===== config.mk =====
export PLATFORM = sky130hd
export DESIGN_NAME = program_loader
export DESIGN_NICKNAME = d
export VERILOG_FILES = /design/src/rtl/program_loader_pkg.sv /design/src/rtl/program_loader.sv
export SDC_FILE = /design/constraint.sdc
export NUM_CORES = 1
export LEC_CHECK = 0
export CORE_MARGIN = 2
export CORE_UTILIZATION = 45
export CTS_CLUSTER_SIZE = 28
export DETAILED_ROUTE_END_ITERATION = 12
export PLACE_DENSITY = 0.82
export SLEW_MARGIN = 20
export SYNTH_ARGS = -nofsm -noshare
export SYNTH_HDL_FRONTEND = slang
export SYNTH_SLANG_ARGS = --single-unit
export TNS_END_PERCENT = 1

===== constraint.sdc =====
create_clock -name clk -period 1.74 [get_ports clk]
set_input_delay 0.348 -clock clk [delete_from_list [all_inputs] [get_ports clk]]
set_output_delay 0.348 -clock clk [all_outputs]
set_load 0.05 [all_outputs]

===== src/rtl/program_loader_pkg.sv =====
// Shared constants and state encoding for the byte-serial program loader.
// The memory is byte-addressed; headers count 32-bit words of four byte lanes.
package program_loader_pkg;

    localparam int DATAWIDTH = 8;
    localparam int ADDWIDTH  = 7;
    localparam int MAXWORDS  = 2 ** (ADDWIDTH - 2);
    localparam int LANES     = 4;

    typedef enum logic [2:0] {
        IDLE  = 3'd0,
        HDR   = 3'd1,
        LOAD  = 3'd2,
        DRAIN = 3'd3,
        RUN   = 3'd4,
        ERR   = 3'd5
    } state_t;

endpackage


===== src/rtl/program_loader.sv =====
// Boot loader: takes a word-count header plus program bytes over a valid/ready
// handshake, writes them to memory from address 0, then releases the CPU.
module program_loader
    import program_loader_pkg::*;
(
    input  logic                  clk,
    input  logic                  rst_n,
    input  logic                  load_start,
    input  logic                  byte_valid,
    input  logic [DATAWIDTH-1:0]  byte_in,
    output logic                  byte_ready,
    output logic                  mem_wrEn,
    output logic [ADDWIDTH-1:0]   mem_writeAdd,
    output logic [DATAWIDTH-1:0]  mem_writeData,
    output logic                  cpu_run,
    output logic                  load_err,
    output logic [ADDWIDTH-2:0]   words_loaded,
    output state_t                state
);

    // Handshake: a byte moves on a rising edge where byte_valid && byte_ready.
    // byte_ready is registered alongside state, so it is high exactly in HDR/LOAD.
    logic                accept;
    logic                hdr_ok;
    logic [ADDWIDTH:0]   hdr_len;
    logic [ADDWIDTH:0]   byte_cnt;
    logic [ADDWIDTH:0]   len_bytes;

    assign accept  = byte_valid && byte_ready;
    assign hdr_ok  = (byte_in != '0) && (byte_in <= DATAWIDTH'(MAXWORDS));
    assign hdr_len = (ADDWIDTH+1)'(byte_in[ADDWIDTH-2:0]) * (ADDWIDTH+1)'(LANES);

    always_ff @(posedge clk or negedge rst_n) begin
        if (!rst_n) begin
            state         <= IDLE;
            byte_ready    <= 1'b0;
            mem_wrEn      <= 1'b0;
            mem_writeAdd  <= '0;
            mem_writeData <= '0;
            cpu_run       <= 1'b0;
            load_err      <= 1'b0;
            words_loaded  <= '0;
            byte_cnt      <= '0;
            len_bytes     <= '0;
        end else begin
            mem_wrEn <= 1'b0;
            case (state)
                IDLE, RUN, ERR: begin
                    if (load_start) begin
                        state      <= HDR;
                        byte_ready <= 1'b1;
                        cpu_run    <= 1'b0;
                    end
                end
                HDR: begin
                    if (accept) begin
                        if (hdr_ok) begin
                            len_bytes    <= hdr_len;
                            byte_cnt     <= '0;
                            words_loaded <= '0;
                            load_err     <= 1'b0;
                            state        <= LOAD;
                        end else begin
                            load_err   <= 1'b1;
                            byte_ready <= 1'b0;
                            state      <= ERR;
                        end
                    end
                end
                LOAD: begin
                    if (accept) begin
                        mem_wrEn      <= 1'b1;
                        mem_writeAdd  <= byte_cnt[ADDWIDTH-1:0];
                        mem_writeData <= byte_in;
                        byte_cnt      <= byte_cnt + 1'b1;
                        if (byte_cnt[1:0] == 2'(LANES - 1))
                            words_loaded <= words_loaded + 1'b1;
                        // The final write leaves in the DRAIN cycle.
                        if (byte_cnt == len_bytes - 1'b1) begin
                            byte_ready <= 1'b0;
                            state      <= DRAIN;
                        end
                    end
                end
                DRAIN: begin
                    cpu_run <= 1'b1;
                    state   <= RUN;
                end
                default: begin
                    byte_ready <= 1'b0;
                    cpu_run    <= 1'b0;
                    state      <= IDLE;
                end
            endcase
        end
    end

endmodule


== Yosys cells after proc, flatten, opt, wreduce, memory -nomap -nowiden ==
Cells that the tools add are included.
Operators by class
  add/sub/neg operators: 3
  $lt $le $gt $ge: 1
  eq/ne operators: 14
  multiplexer cells: 26
  bitwise logic cells: 2
  reductions and logical operators: 15
Operators with widths (count)
  $mux W6: 4
  $mux W8: 3
  $pmux W8 S2: 1
  $mux W3: 5
  $ne A2 B2 Y1 const B: 7
  $pmux W3 S4: 1
  $pmux W6 S2: 1
  $mux W1: 9
  $add A8 B1 Y8 const B: 1
  $eq A8 B8 Y1: 1
  $le A8 B6 Y1 const B: 1
  $reduce_and A4 Y1: 2
  $reduce_bool A8 Y1: 1
  $sub A8 B1 Y8 const B: 1
  $add A6 B1 Y6 const B: 1
  $eq A3 B2 Y1 const B: 2
  $eq A3 B3 Y1 const B: 2
  $reduce_and A2 Y1: 3
  $reduce_and A6 Y1: 1
  $reduce_and A5 Y1: 1
  $pmux W1 S4: 1
  $eq A3 B1 Y1 const B: 1
  $logic_not A3 Y1: 1
  $pmux W1 S3: 1
  7 further kinds: 9
Word-level totals
  bits in registers: 42
  bits of input ports: 12
  word-level logic and storage cells: 71

== Logic depth before layout (Yosys ltp) ==
  depth after elaboration: 5
  gate-level depth with buffers: 8
  mapped depth without buffers: 8

== Least setup slack after synthesis ==
OpenSTA, ideal clock, no wires.
  path kind: input port to flip-flop
  from: input byte_in[0]
  to: register len_bytes[4]
  arrival: 2.043 ns
  required time: 1.615 ns
  slack: -0.428 ns
  stages on the path: 6
  buffers on the path: 1
  path through: or4_4 -> o21ai_2 -> nand3_2 -> nor4_1 -> buf_2 -> mux2_2
Between the ends
  cells in the longest elaborated chain, start to end: 3
  elaborated cells on any way between the ends: 4
  those cells by class: order compare (1); reduce/logical (3)
RTL lines
  start, declared: RTL line program_loader.sv:10  | input logic [DATAWIDTH-1:0] byte_in,
  $le A8 B6 Y1 / $reduce_bool A8 Y1 (equally long branches): RTL line program_loader.sv:30  | assign hdr_ok = (byte_in != '0) && (byte_in <= DATAWIDTH'(MAXWORDS));
  $logic_and A1 B1 Y1 (*): RTL line program_loader.sv:30
  $reduce_and A3 Y1 (no line) (*)
  end signal, assigned: RTL line program_loader.sv:58  | len_bytes <= hdr_len;
  end, declared: RTL line program_loader.sv:27  | logic [ADDWIDTH:0] len_bytes;
Mark *: on every way between the ends. The rest lies on a longest branch, timed or not.
A chain may end at the register's enable or synchronous reset.

== Final worst setup path ==
  from: input byte_in[0]
  to: register byte_cnt[4]
Between the ends
  cells in the longest elaborated chain, start to end: 4
  elaborated cells on any way between the ends: 5
  those cells by class: order compare (1); eq/ne (1); reduce/logical (3)
RTL lines
  $le A8 B6 Y1 / $reduce_bool A8 Y1 (equally long branches): RTL line program_loader.sv:30
  $logic_and A1 B1 Y1 (*): RTL line program_loader.sv:30
  $ne A2 B2 Y1 (no line) (*)
  $reduce_and A4 Y1 (no line) (*)
  end signal, assigned: RTL line program_loader.sv:75  | byte_cnt <= byte_cnt + 1'b1;
  end, declared: RTL line program_loader.sv:26  | logic [ADDWIDTH:0] byte_cnt;
Marked as above.

==> reports/metrics.cfg <==
[route]
drc_errors=0
viasPerCell=5.39
ant_nets=0
avgRoutedWirePerCell_um=14.5
wirelength_um=5250
drt_iter0_markers=123
vias=1952
dr.pass1.iters=5

[die]
dieWidth_um=71.6
core.rowCount=24
fp.dieArea_mm2=0.00513
core-area_mm2=0.00438
pin_count=40
die_h_um=71.6
start_util_pct=46.9

[grt]
grt_overflow=0
grt_pass1_vias=1935
grt_max_degree=25
track_usage_pct=22.0
antenna_found_initial=0
grt_pass1_wl_um=8870

[logic_synthesis]
yosys-top-cells-area=dfrtp_1 51%, nand2_1 11%, o21ai_0 3.9%
synth_most_common_cell=nand2_1
synth_top_area_share_pct=51.1
synth_edf_count=0
yosysWarnings=0
synth_seq_cells=42
synth_cell_types=41
yosys_most_used_dff=dfrtp_1
synthArstFlopShare_pct=100
syn-cell-area_mm2=0.00206
synth_fp_nets=238
synth.largest_area_cell=dfrtp_1
seq_area_frac_synth_pct=51.1
netlist_instances=223
avgSynthCellArea_um2=9.23
synth_common_cells=59 x nand2_1, 42 x dfrtp_1, 16 x o21ai_0

[setup_path]
critPathRequiredTime_ns=1.97
cp.arrival_ns=2.23
path_buf_inv=1
worst_setup_path_start_kind=primary input
cpPeakStageDelay_ns=0.53
crit_family=simple AND/OR/NAND/NOR gates
crit_fanout=8
crit_chain=buf_6 -> or4_4 -> o21ai_2 -> nand3_2 -> o31a_1 -> or4_4 -> a21oi_2
crit_path_start=byte_in[0]
crit_slowest_cell=or4_4
r2r_cells=4
crit_cells=7
timing.rr.start=state[2]$_DFFE_PN0P_
end_kind=flop
crit_top_cell=or4_4
critPathKind=in -> reg

[sta]
max_slew_margin_pct=70.8
whs_ns=0.362
skew_ns=0.0114
setup_viol=19
hold_violations=0
fin_ws_ns=-0.253
period_share_pct=115
rsz0062_at_grt=true
max_freq_mhz=502
worstMarginPinSlew_ns=0.438
fin_crit_ns=1.99
drv_slew=0

[finish]
synthToLayoutAreaGrowth_pct=45.3
antenna_cells=0
drive_gt1_share_pct=36.8
nets=324
fill_cells=327

[pwr]
power.density_mw_per_mm2=571
p_leak_nw=1.57
ir_drop_uv=452
fin_total_pwr_mw=1.71

[outcome]
failed_checks=negative setup slack
outcome=finished, violations left

[placement]
gp_congestion=0.860
io_buffers=39
dpl.hpwl_um=3760
dp_slack_ns=-0.987

[clocking]
cts-root-buf=clkbuf_8
cts_max_path_buffers=2
cts_tree=yes
clock_latency_ns=0.30
numCtsBuffers=5
path_clk_slew_ns=0.09
cts-htree-levels=2
clock-sinks=42

[hold_path]
hold_path.class=in -> reg
hold_start=byte_in[3]
hold_depth=4

[job]
drv_cap=0

[metrics by stage]
stage          setup TNS, ns  instance area, um^2  instances  utilization (%)
2_1_floorplan          -7.55                 2080        223                -
3_3_place_gp          -18.12                 2770        348             63.2
3_5_place_dp          -18.98                 2770        348             63.2
4_1_cts                -3.48                 2960        362             67.5
5_1_grt                -4.55                 2990        362             68.2
6_report               -3.07                 2990        362             68.2
[layout make-up]
cell class | count | area [um^2] | share of cell area (%)
Tap cell | 52 | 65.1 | 2.17
Multi-Input combinational cell | 166 | 1040 | 34.8
Clock inverter | 3 | 25.0 | 0.836
Sequential cell | 42 | 1050 | 35.2
Clock buffer | 5 | 68.8 | 2.30
Timing Repair Buffer | 89 | 721 | 24.1
Inverter | 5 | 18.8 | 0.627
[where the power goes]
group	internal, mW	switching, mW	leakage [nW]
Clock	0.290	0.364	0.0447
Sequential	0.975	0	0.564
Combinational	0.0418	0.0377	0.957
Total	1.31	0.402	1.57
[flip-flops by register name, summed over array words and instances, names as in the netlist]
name           cells
byte_cnt           8
mem_writeData      8
mem_writeAdd       7
len_bytes          6
words_loaded       6
state              3
byte_ready         1
cpu_run            1
load_err           1
mem_wrEn           1
[worst register-to-register path: stages (launching register included)]
cell      delay [ns]
dfrtp_1         0.44
nand2b_1        0.27
o31a_1          0.43
or4_4           0.51
a21oi_2         0.15
[logic make-up after synthesis]
group           synth area share [%]
simple gates                    23.8
compound gates                  13.1
flops                           51.1
buf+inv                         2.98
xor+xnor                        5.11
mux                             2.13
fa+ha+maj                       1.82
[worst paths after layout]
check,to,slack [ns]
max in group asynchronous,state[1]$_DFFE_PN0P_,0.75
min in group asynchronous,mem_writeData[0]$_DFFE_PN0P_,0.51
worst max-delay path,byte_cnt[4]$_DFFE_PN0P_,-0.25
worst max register to register,byte_cnt[4]$_DFFE_PN0P_,-0.12
worst min register to register,mem_writeAdd[2]$_DFFE_PN0P_,0.49
worst min-delay path,mem_writeData[3]$_DFFE_PN0P_,0.36
[cells in the final DEF (no fill, tap or decap), types with 2 or more instances in the layout]
master,synthesis,layout
o31ai_1,5,3
buf_2,3,3
clkbuf_8,0,5
a21oi_2,2,4
or3_1,3,3
or4_4,2,2
xnor2_1,8,8
nor3_1,3,3
nand2b_1,3,3
xor2_1,4,4
o31ai_2,0,2
dfrtp_1,42,40
nand3_1,3,3
buf_12,0,3
nand2_1,59,59
or3_4,0,2
buf_6,0,2
nor2_1,10,10
buf_4,0,73
inv_1,4,3
clkdlybuf4s50_1,0,6
o21ai_0,16,13
o21ai_1,0,3
a21oi_1,12,10
nand4_1,5,5
ha_1,3,2
and3_1,4,4
dfrtp_2,0,2
mux2_2,3,3
[metal layers]
layer | track usage [%] | vias up | share of wire, % | wire length [um]
met3 | 4.22 | 7 | 5.7 | 300
met4 | 8.81 | 0 | 1.6 | 86
met2 | 37.7 | 64 | 52 | 2710
li1 | - | 940 | - | -
met5 | 0 | - | 0 | 0
met1 | 27.5 | 941 | 41 | 2160
[timing repair]
item | in CTS | in global routing
hold endpoints to repair | 16 | 0
buffers inserted | 5 | 0
setup endpoints to repair | 25 | 25
hold buffers | 1 | 0
resized for setup | 24 | 12
gates cloned | 0 | 0
pin swaps | 8 | 5
Note: power is estimated with default switching activity, not from simulation.
